### src/rtl/mant_div_seq_pkg.sv
// -----------------------------------------------------------------------------
// fp_div_pkg: shared constants and types for the FP divide mantissa path.
//   MANT_W  : mantissa width including the hidden bit.
//   CNT_W   : width of the quotient-bit counter.
//   state_t : divider sequencer states.
// -----------------------------------------------------------------------------
package fp_div_pkg;

  localparam int MANT_W = 24;
  localparam int CNT_W  = $clog2(MANT_W);

  typedef enum logic [1:0] {
    IDLE = 2'd0,
    RUN  = 2'd1,
    FIN  = 2'd2
  } state_t;

endpackage : fp_div_pkg

### src/rtl/mant_div_seq_qbit_step.sv
// -----------------------------------------------------------------------------
// qbit_step: one restoring-division step (combinational).
//   r_i      [SIZE:0]   current partial remainder
//   d_i      [SIZE-1:0] divisor mantissa
//   bit_o               quotient bit, (r_i >= d_i)
//   r_next_o [SIZE:0]   (bit ? r - d : r) << 1, truncated to SIZE+1 bits
// -----------------------------------------------------------------------------
module qbit_step
  import fp_div_pkg::*;
#(
  parameter int SIZE = MANT_W
) (
  input  logic [SIZE:0]   r_i,
  input  logic [SIZE-1:0] d_i,
  output logic            bit_o,
  output logic [SIZE:0]   r_next_o
);

  logic [SIZE:0] d_ext;
  logic [SIZE:0] r_sel;

  assign d_ext = {1'b0, d_i};
  assign bit_o = (r_i >= d_ext);
  assign r_sel = bit_o ? (r_i - d_ext) : r_i;
  // After a step the remainder is below d < 2^SIZE, so dropping the MSB
  // on the shift never loses information.
  assign r_next_o = {r_sel[SIZE-1:0], 1'b0};

endmodule : qbit_step

### src/rtl/mant_div_seq.sv
// -----------------------------------------------------------------------------
// mant_div_seq: sequential restoring divider for normalized mantissas.
// Emits one quotient bit per clock, MSB (2^0 weight) first, to a downstream
// serial quotient register.
//
// Ports:
//   clk, rst            clock, asynchronous active-high reset
//   start               divide request, honoured only in IDLE
//   dividend, divisor   operand mantissas, captured on acceptance
//   busy                high from acceptance through the last emitted bit
//   q_ld                one-cycle "clear quotient register" pulse
//   q_sld, q_sin        serial quotient bit strobe and data
//   done                one-cycle completion pulse
//   rem                 final partial remainder, held until next acceptance
//   div_by_zero         pulses with done when the divisor is zero
//   sticky              remainder-nonzero flag
//
// Build option: define MANT_DIV_STICKY_EN to generate the sticky flag;
// otherwise sticky is tied low.
// -----------------------------------------------------------------------------
module mant_div_seq
  import fp_div_pkg::*;
#(
  parameter int SIZE = MANT_W
) (
  input  logic            clk,
  input  logic            rst,
  input  logic            start,
  input  logic [SIZE-1:0] dividend,
  input  logic [SIZE-1:0] divisor,
  output logic            busy,
  output logic            q_ld,
  output logic            q_sld,
  output logic            q_sin,
  output logic            done,
  output logic [SIZE:0]   rem,
  output logic            div_by_zero,
  output logic            sticky
);

  localparam logic [CNT_W-1:0] LAST_CNT = CNT_W'(SIZE - 1);

  state_t            state_q;
  logic [CNT_W-1:0]  cnt_q;
  logic [SIZE:0]     r_q;
  logic [SIZE-1:0]   d_q;
  logic              busy_q, q_ld_q, q_sld_q, q_sin_q, done_q, dbz_q;
  logic [SIZE:0]     rem_q;

  logic              bit_d;
  logic [SIZE:0]     r_d;

  qbit_step #(.SIZE(SIZE)) u_step (
    .r_i      (r_q),
    .d_i      (d_q),
    .bit_o    (bit_d),
    .r_next_o (r_d)
  );

`ifdef MANT_DIV_STICKY_EN
  logic sticky_q;
`endif

  // NOTE: all state uses non-blocking assignments so every register samples
  // pre-edge values; blocking here would chain updates within one edge.
  always_ff @(posedge clk or posedge rst) begin
    if (rst) begin
      state_q <= IDLE;
      cnt_q   <= '0;
      r_q     <= '0;
      d_q     <= '0;
      busy_q  <= 1'b0;
      q_ld_q  <= 1'b0;
      q_sld_q <= 1'b0;
      q_sin_q <= 1'b0;
      done_q  <= 1'b0;
      dbz_q   <= 1'b0;
      rem_q   <= '0;
`ifdef MANT_DIV_STICKY_EN
      sticky_q <= 1'b0;
`endif
    end else begin
      // Pulse outputs default low each cycle.
      q_ld_q  <= 1'b0;
      q_sld_q <= 1'b0;
      q_sin_q <= 1'b0;
      done_q  <= 1'b0;
      dbz_q   <= 1'b0;
      unique case (state_q)
        IDLE: begin
          // done_q is high only in the cycle after FIN; blocking acceptance
          // then keeps a start coincident with done from being taken.
          if (start && !done_q) begin
            r_q   <= {1'b0, dividend};
            d_q   <= divisor;
            cnt_q <= '0;
`ifdef MANT_DIV_STICKY_EN
            sticky_q <= 1'b0;
`endif
            if (divisor == '0) begin
              state_q <= FIN;
            end else begin
              state_q <= RUN;
              busy_q  <= 1'b1;
              q_ld_q  <= 1'b1;
            end
          end
        end
        RUN: begin
          q_sin_q <= bit_d;
          q_sld_q <= 1'b1;
          r_q     <= r_d;
          if (cnt_q == LAST_CNT) state_q <= FIN;
          else                   cnt_q   <= cnt_q + 1'b1;
        end
        FIN: begin
          done_q  <= 1'b1;
          busy_q  <= 1'b0;
          dbz_q   <= (d_q == '0);
          rem_q   <= r_q >> 1;
`ifdef MANT_DIV_STICKY_EN
          sticky_q <= |r_q[SIZE:1];
`endif
          state_q <= IDLE;
        end
        default: state_q <= IDLE;
      endcase
    end
  end

  assign busy        = busy_q;
  assign q_ld        = q_ld_q;
  assign q_sld       = q_sld_q;
  assign q_sin       = q_sin_q;
  assign done        = done_q;
  assign rem         = rem_q;
  assign div_by_zero = dbz_q;
`ifdef MANT_DIV_STICKY_EN
  assign sticky      = sticky_q;
`else
  assign sticky      = 1'b0;
`endif

endmodule : mant_div_seq

### config.mk
export PLATFORM = sky130hd
export DESIGN_NAME = mant_div_seq
export DESIGN_NICKNAME = d
export VERILOG_FILES = /design/src/rtl/mant_div_seq_pkg.sv /design/src/rtl/mant_div_seq_qbit_step.sv /design/src/rtl/mant_div_seq.sv
export SDC_FILE = /design/constraint.sdc
export NUM_CORES = 1
export LEC_CHECK = 0
export ABC_AREA = 1
export CORE_UTILIZATION = 60
export DETAILED_ROUTE_END_ITERATION = 6
export PLACE_DENSITY = 0.87
export SYNTH_ARGS = -nofsm -noshare
export SYNTH_HDL_FRONTEND = slang
export SYNTH_SLANG_ARGS = --single-unit
### constraint.sdc
create_clock -name clk -period 6.1 [get_ports clk]
set_input_delay 1.22 -clock clk [delete_from_list [all_inputs] [get_ports clk]]
set_output_delay 1.22 -clock clk [all_outputs]
set_load 0.02 [all_outputs]
==> flow_summary_export.csv, run 1 <==
group,metric,value,unit
sta,fin_ws,3.024,ns
routing,viasPerCell,5.443,
critical_path,r2r_end,"r_q[5]",
clocking,ctsRootBufferMaster,"clkbuf_8",
clocking,cts_buffers,9,
yosys,yosys-top-cells-count,"nand2_1, inv_1, dfrtp_1",
yosys,ys_seq_area_share,37.33,%
cells_and_area,areaGrowthSynthToFinish,18.91,%
clocking,htree_levels,3,
critical_path,r2r_cells,13,
critical_path,crit_type,"reg2reg",
clocking,post_cts_resized,0,
clocking,ctsHoldBuffers,0,
sta,final-setup-viol-count,0,
sta,slew_violations,0,
sta,fin_crit_sh,50.42,%
cells_and_area,fin_nets,988,
grt,track_usage,33.86,%
cells_and_area,finish.utilization,73.83,%
yosys,synth-xor-area-share,1.671,%
grt,grt_overflow,0,
critical_path,cp_common_cell,"nand2_1",
critical_path,crit_chain,"ha_1, nand2_1, inv_1, nand2_1, nand2_1, nand2_1, nand3_1, nand2_1, nand3_4, o21ai_0, nand2_1, nand2_1, inv_1",
yosys,synth_adder_area_share,5.774,%
critical_path,cp_slowest_cell,"nand2_1",
cells_and_area,fillers,767,
sta,tightestPinTransition,1.142,ns
yosys,yosys-mux-area-fraction,0,%
yosys,synth.ff_latch_count,86,
yosys,syn-instance-count,843,
sta,max_slew_margin,23.80,%
worst_hold_path,hold_path.startpoint,"rem[21]",
yosys,async_reset_ff_share,100.0,%
routing,first_pass_iters,5,
worst_hold_path,holdCritPathClass,"reg2reg",
routing,post-route-drc-count,0,
yosys,synth_most_common_cell,"nand2_1",
clocking,cts.sinks,86,
yosys,syn_area_per_cell,6.838,um2
yosys,synth.largest_area_cell,"dfrtp_1",
cells_and_area,num_antenna_cells,0,
yosys,synth.area.top_cells,"dfrtp_1, nand2_1, inv_1, ha_1, o21ai_0",
critical_path,cp-start-kind,"flop",
clocking,clockBufferDepth,2,
grt,met2_usage,57.35,%
sta,setup_tns,0,ns
placed_design,io_buffers,80,
routing,ant_nets,0,
critical_path,critPathRequiredTime,6.36,ns
yosys,synth_ff_type,"dfrtp_1",
grt,antenna_found_initial,0,
placed_design,gp_congestion,0.9232,
grt,grt_max_degree,87,
grt,grt_pass1_vias,5480,
grt,use_met1,44.22,%
clocking,postCtsSetupBuffers,0,
floorplanning,die_area,0.01000,mm2
sta,rsz0062_at_grt,"false",
placed_design,dp_hpwl,12160,um
cells_and_area,drive_above_1_share,4.585,%
yosys,synth_top_family_by_area,"simple AND/OR/NAND/NOR gates",
worst_hold_path,holdPathStages,2,
clocking,tritoncts,"built",
sta,period_needed,3.076,ns
yosys,synth-simple-area-share,29.93,%
floorplanning,rows,35,
routing,drt-initial-drc-count,423,
critical_path,critPathMaxStageDelay,0.50,ns
worst_hold_path,holdPathEnd,"rem[21]",
critical_path,crit_fanout,35,
critical_path,regToRegSetupSlack,3.02,ns
floorplanning,io_pins,83,
routing,routed_wl,15990,um
yosys,synth_edf_count,0,
floorplanning,core,0.009284,mm2
floorplanning,dieWidth,100.0,um
routing,post_drt_wl_per_cell,15.30,um
critical_path,worstPathArrival,3.34,ns
grt,grt_pass1_wl,26160,um
placed_design,pre_cts_ws,2.810,ns
yosys,ys.warnings.count,0,
yosys,yosys.area.top_type_share,37.33,%
sta,hold_viol_final,0,
critical_path,worstReg2RegStart,"r_q[4]",
yosys,synth.distinct_cells,39,
yosys,syn_area,0.005764,mm2
critical_path,critPathCaptureType,"flop",
job,drv_cap,0,
clocking,clk_latency,0.37,ns
clocking,path_clk_slew,0.09,ns
sta,max_freq,325.1,MHz
outcome,status,"finished, final reports clean",
sta,clock_skew,0.01855,ns
floorplanning,die-height,100.0,um
grt,met3_usage,4.457,%
grt,grt-busiest-layer,"met2",
floorplanning,start_util,62.09,%
routing,num_vias,5688,
yosys,synth_compound_area_share,11.79,%
==> kinds of logic after synthesis <==
group | count (synthesis)
adder cells (fa/ha/maj) | 26
AO/OA/AOI/OAI | 123
flip-flops | 86
other | 1
XOR/XNOR | 11
AND/OR/NAND/NOR | 400
buffers and inverters | 196
==> how the worst max path moves through the flow <==
stage | slack, ns | cells past startpoint | startpoint | end
2_1_floorplan | 2.66 | 1 | rst | busy
3_3_place_gp | 2.88 | 8 | start | r_q[17]
3_5_place_dp | 2.81 | 8 | start | r_q[17]
4_1_cts | 3.04 | 13 | r_q[4] | r_q[5]
5_1_grt | 2.78 | 13 | r_q[6] | r_q[5]
6_report | 3.02 | 13 | r_q[4] | r_q[5]
==> cells in the final DEF (no fill, tap or decap), drive strengths merged <==
cell type	instances
nor4	9
bufinv	3
nand3	49
nor2	51
xnor2	6
clkdlybuf4s50	80
nand4	20
clkinv	4
ha	25
inv	169
o21bai	6
xor2	5
clkbuf	10
or2	2
nor3	8
nand3b	2
o21ai	67
and2	2
o22ai	6
buf	2
fa	1
a21oi	36
conb	2
nand2	257
o31ai	6
dfrtp	86
o211ai	2
==> layer usage <==
layer	routed length [um]	up-vias
li1	-	2770
met1	6719	2632
met2	7660	244
met3	1072	42
met4	532	0
met5	0	-
==> worst max-delay path, delay by kind of cell, from the launching register on <==
| family | cells | cell delay [ns] |
|---|---|---|
| AOI/OAI and AO/OA | 1 | 0.35 |
| adders and majority gates | 1 | 0.38 |
| buffers and inverters | 2 | 0.11 |
| DFF | 1 | 0.44 |
| and+or+nand+nor | 9 | 1.69 |
==> sequential cells by signal, indices dropped and copies added, names as in the netlist <==
name and count:
r_q 25, rem 24, q_sld 1, busy 1, q_sin 1, cnt_q 5, d_q 24, q_ld 1
done 1, state_q 2, div_by_zero 1
==> stage by stage <==
step                      hold WS [ns]  area [um2]  cells
after floorplan                 0.4336        5768    844
after global placement          0.4515        6610   1029
after detailed placement        0.4594        6610   1029
after CTS                       0.4820        6854   1045
after global routing            0.5029        6854   1045
final                           0.4767        6854   1045
==> layout make-up <==
class	instances	area [um2]	area share [%]
Multi-Input combinational cell	562	2841	41.46
Sequential cell	86	2152	31.40
Timing Repair Buffer	82	815.8	11.90
Inverter	170	639.4	9.328
Tap cell	129	161.4	2.355
Clock buffer	10	127.6	1.862
Clock inverter	6	116.4	1.698
Power of run 1 is not shown: default switching activity piles up to over one toggle a cycle in this logic, so the estimate is an artifact.
==> run 2: changes to the inputs <==
--- a/config.mk
+++ b/config.mk
@@ -6,9 +6,9 @@
 export NUM_CORES = 1
 export LEC_CHECK = 0
 export ABC_AREA = 1
-export CORE_UTILIZATION = 60
+export CORE_UTILIZATION = 56
 export DETAILED_ROUTE_END_ITERATION = 6
-export PLACE_DENSITY = 0.87
+export PLACE_DENSITY = 0.82
 export SYNTH_ARGS = -nofsm -noshare
 export SYNTH_HDL_FRONTEND = slang
 export SYNTH_SLANG_ARGS = --single-unit
==> constraint.sdc (replaced) <==
create_clock -name clk -period 3 [get_ports clk]
set_input_delay 0.6 -clock clk [delete_from_list [all_inputs] [get_ports clk]]
set_output_delay 0.6 -clock clk [all_outputs]
set_load 0.02 [all_outputs]
==> flow_summary_export.csv, run 2 (synthesis results as in run 1) <==
group,metric,value,unit
cells_and_area,fin_nets,1001,
cells_and_area,multi_input_area,0.002841,mm2
grt,grt_max_degree,47,
critical_path,crit_type,"reg2reg",
critical_path,crit_chain,"ha_1, nand2_1, inv_1, nand2_1, nand2_1, nand2_1, nand3_1, nand2_1, nand3_4, nand2_2, o21ai_0, nand2_1, o21ai_1",
clocking,htree_levels,3,
routing,drt-initial-drc-count,301,
clocking,path_clk_slew,0.08,ns
cells_and_area,regMostFlops,"r_q",
clocking,clockBufferDepth,2,
clocking,clk_latency,0.38,ns
sta,hold_viol_final,0,
grt,grt_pass1_vias,5590,
routing,post_drt_wl_per_cell,16.32,um
sta,max_slew_margin,54.37,%
clocking,post_cts_resized,0,
clocking,cts.sinks,86,
cells_and_area,finish.utilization,70.10,%
floorplanning,io_pins,83,
clocking,tritoncts,"built",
sta,period_needed,2.747,ns
sta,setup_tns,0,ns
floorplanning,die_area,0.01070,mm2
critical_path,regToRegSetupSlack,0.25,ns
cells_and_area,final_cell_mix,"nand2_1, inv_1, dfrtp_1, clkdlybuf4s50_1, o21ai_0",
grt,grt_pass1_wl,27600,um
critical_path,crit_fanout,34,
sta,rsz0062_at_grt,"false",
critical_path,cp_slowest_cell,"dfrtp_1",
clocking,cts_buffers,9,
routing,post-route-drc-count,0,
critical_path,cp_common_cell,"nand2_1",
cells_and_area,num_antenna_cells,0,
cells_and_area,final_common_cell,"nand2_1",
routing,num_vias,5779,
clocking,ctsHoldBuffers,0,
job,drv_cap,0,
sta,tightestPinTransition,0.6837,ns
grt,grt_overflow,0,
critical_path,cp-start-kind,"flop",
clocking,postCtsSetupBuffers,0,
routing,first_pass_iters,6,
floorplanning,core,0.009864,mm2
sta,max_freq,364.1,MHz
routing,viasPerCell,5.442,
routing,ant_nets,0,
cells_and_area,drive_above_1_share,5.813,%
sta,final-setup-viol-count,0,
grt,antenna_found_initial,0,
worst_hold_path,holdCritPathClass,"reg2reg",
critical_path,critPathRequiredTime,3.24,ns
placed_design,dp_hpwl,13570,um
cells_and_area,largest_reg_flops,25,
sta,fin_crit_sh,91.55,%
grt,track_usage,34.99,%
sta,fin_ws,0.2535,ns
sta,clock_skew,0.01927,ns
routing,routed_wl,17330,um
cells_and_area,ff_latch_area,0.002152,mm2
floorplanning,dieWidth,103.5,um
critical_path,critPathCaptureType,"flop",
placed_design,gp_congestion,0.9672,
floorplanning,die-height,103.5,um
outcome,status,"finished, final reports clean",
floorplanning,start_util,58.43,%
critical_path,critPathMaxStageDelay,0.43,ns
floorplanning,rows,36,
placed_design,io_buffers,80,
sta,slew_violations,0,
placed_design,pre_cts_ws,0.3284,ns
cells_and_area,fillers,810,
critical_path,worstPathArrival,2.98,ns
clocking,ctsRootBufferMaster,"clkbuf_8",
cells_and_area,areaGrowthSynthToFinish,19.97,%
## run 2: changes by cell type in the layout (fill, tap and decap cells not counted), sizes merged
cell	delta
inv	-1
clkbuf	+1
buf	+13
clkinvlp	+2
bufinv	-2
## run 2: critical path, delay by kind of cell (launching register included)
kind	cells	cell delay, ns
adder cells (fa/ha/maj)	1	0.38
flip-flops	1	0.43
AO/OA/AOI/OAI	2	0.18
buffers and inverters	1	0.08
AND/OR/NAND/NOR	9	1.55
## run 2: final timing paths
check                           startpoint          to  depth (start not counted)
worst max register to register      r_q[4]     r_q[24]                         13
worst min-delay path                rem[1]      rem[1]                          2
worst max-delay path                r_q[4]     r_q[24]                         13
max in group asynchronous              rst     r_q[16]                          3
worst min register to register      rem[1]      rem[1]                          2
min in group asynchronous              rst  state_q[1]                          2
## run 2: layer usage
layer  share of wire [%]  vias to the layer above  global-route usage (%)
li1                    -                     2796                       -
met1                  44                     2747                   45.20
met2                  47                      197                   58.18
met3                 5.8                       39                   6.048
met4                 2.8                        0                   14.41
met5                   0                        -                       0
## run 2: area by class of cell
class / instances / area share [%]
multi-input cells: 562 / 41.09
flip-flops and latches: 86 / 31.12
repair buffers: 95 / 13.39
inverters: 170 / 9.246
well taps: 133 / 2.406
clock buffers: 11 / 1.900
clock inverters: 5 / 0.8504
## run 2: metrics by stage
| stage | cell area, um2 | instances | hold WS (ns) |
|---|---|---|---|
| finish | 6915 | 1062 | 0.4854 |
| global route | 6915 | 1062 | 0.5039 |
| CTS | 6915 | 1062 | 0.4825 |
| detailed placement | 6725 | 1046 | 0.4621 |
| global placement | 6725 | 1046 | 0.4485 |
| floorplan | 5768 | 844 | 0.4336 |
Power of run 2 is left out for the same reason.
==> run 3: changes to the inputs <==
--- a/config.mk
+++ b/config.mk
@@ -6,9 +6,11 @@
 export NUM_CORES = 1
 export LEC_CHECK = 0
 export ABC_AREA = 1
-export CORE_UTILIZATION = 56
+export CAP_MARGIN = 20
+export CORE_UTILIZATION = 65
 export DETAILED_ROUTE_END_ITERATION = 6
-export PLACE_DENSITY = 0.82
+export DONT_BUFFER_PORTS = 1
+export PLACE_DENSITY = 0.81
 export SYNTH_ARGS = -nofsm -noshare
 export SYNTH_HDL_FRONTEND = slang
 export SYNTH_SLANG_ARGS = --single-unit
==> flow_summary_export.csv, run 3 (synthesis results as in run 1) <==
group,metric,value,unit
sta,max_slew_margin,50.51,%
grt,grt_pass1_wl,26500,um
worst_hold_path,holdCritPathClass,"in2async",
floorplanning,die_area,0.009249,mm2
clocking,cts.sinks,86,
critical_path,critPathCaptureType,"flop",
grt,grt_max_degree,61,
routing,ant_nets,0,
critical_path,crit_type,"reg2reg",
sta,fin_ws,0.3675,ns
clocking,postCtsSetupBuffers,0,
cells_and_area,fin_nets,919,
cells_and_area,drive_above_1_share,6.257,%
clocking,tritoncts,"built",
floorplanning,io_pins,83,
outcome,status,"finished, final reports clean",
cells_and_area,num_antenna_cells,0,
clocking,post_cts_resized,0,
placed_design,dp_hpwl,12740,um
sta,hold_viol_final,0,
floorplanning,dieWidth,96.17,um
clocking,ctsHoldBuffers,0,
sta,fin_crit_sh,87.75,%
sta,holdWs,0.1060,ns
sta,rsz0062_at_grt,"false",
sta,period_needed,2.632,ns
critical_path,worstPathArrival,2.91,ns
critical_path,cp-start-kind,"flop",
sta,max_freq,379.9,MHz
floorplanning,die-height,96.17,um
cells_and_area,final_cell_mix,"nand2_1, inv_1, dfrtp_1, o21ai_0, nor2_1",
routing,first_pass_iters,6,
floorplanning,core,0.008382,mm2
clocking,path_clk_slew,0.09,ns
grt,track_usage,38.92,%
routing,post-route-drc-count,0,
critical_path,regToRegSetupSlack,0.37,ns
cells_and_area,regMostFlops,"r_q",
critical_path,crit_fanout,22,
clocking,cts_buffers,9,
critical_path,critPathRequiredTime,3.27,ns
clocking,clockBufferDepth,2,
sta,tightestPinTransition,0.7416,ns
clocking,ctsRootBufferMaster,"clkbuf_8",
sta,slew_violations,0,
cells_and_area,largest_reg_flops,25,
clocking,htree_levels,3,
clocking,clk_latency,0.37,ns
placed_design,pre_cts_ws,0.4254,ns
sta,setup_tns,0,ns
cells_and_area,areaGrowthSynthToFinish,5.340,%
placed_design,io_buffers,0,
grt,antenna_found_initial,0,
sta,final-setup-viol-count,0,
floorplanning,rows,33,
job,drv_cap,0,
cells_and_area,final_common_cell,"nand2_1",
grt,grt_pass1_vias,5343,
floorplanning,start_util,68.77,%
routing,num_vias,5533,
routing,routed_wl,16630,um
placed_design,gp_congestion,1.030,
critical_path,r2r_cells,14,
sta,clock_skew,0.009976,ns
routing,post_drt_wl_per_cell,17.47,um
grt,grt_overflow,0,
routing,drt-initial-drc-count,511,
routing,viasPerCell,5.812,
==> run 3: cell types whose count changed in the layout (fill, tap and decap cells not counted) <==
cell,before,now
inv_6,1,0
clkinv_4,0,2
buf_4,14,11
clkinv_2,2,1
bufinv_16,1,0
clkbuf_1,2,1
clkdlybuf4s50_1,80,0
buf_12,1,2
inv_8,0,1
clkbuf_8,9,10
==> run 3: cell type report <==
cell class / count / area (um2)
Fill cell: 643 / 2310
Inverter: 170 / 639.4
Multi-Input combinational cell: 562 / 2841
Tap cell: 105 / 131.4
Clock buffer: 11 / 141.4
Clock inverter: 5 / 43.79
Timing Repair Buffer: 13 / 122.6
Sequential cell: 86 / 2152
==> run 3: routing by layer <==
layer  global-route usage, %  routed length (um)  vias to the layer above
li1                        -                   -                     2642
met1                   49.52                6897                     2561
met2                   62.65                7626                      275
met3                   10.35                1523                       55
met4                   15.80                 580                        0
met5                       0                   0                        -
==> run 3: worst paths after layout <==
| path | to | startpoint |
|---|---|---|
| max | r_q[3] | d_q[6] |
| min | rem[19] | rst |
| max reg2reg | r_q[3] | d_q[6] |
| min reg2reg | cnt_q[4] | cnt_q[4] |
| max in group asynchronous | rem[7] | rst |
| min in group clk | d_q[13] | divisor[13] |
==> run 3: critical path, stage by stage (launching register included) <==
cell	delay, ns
dfrtp_1	0.39
inv_1	0.07
ha_1	0.36
nand2_1	0.17
nor2_1	0.25
nand3_1	0.12
nand3_1	0.24
nand2_1	0.16
nand3_4	0.24
buf_12	0.20
nand2_1	0.07
o21ai_1	0.07
nand2_1	0.07
nand2_1	0.07
inv_1	0.03
==> run 3: per-stage QoR <==
step / instances / util (%) / instance area (um2)
global route: 952 / 72.44 / 6072
detailed placement: 936 / 70.23 / 5887
global placement: 936 / 70.23 / 5887
floorplan: 844 / - / 5768
finish: 952 / 72.44 / 6072
CTS: 952 / 72.44 / 6072
Power of run 3 is left out for the same reason.
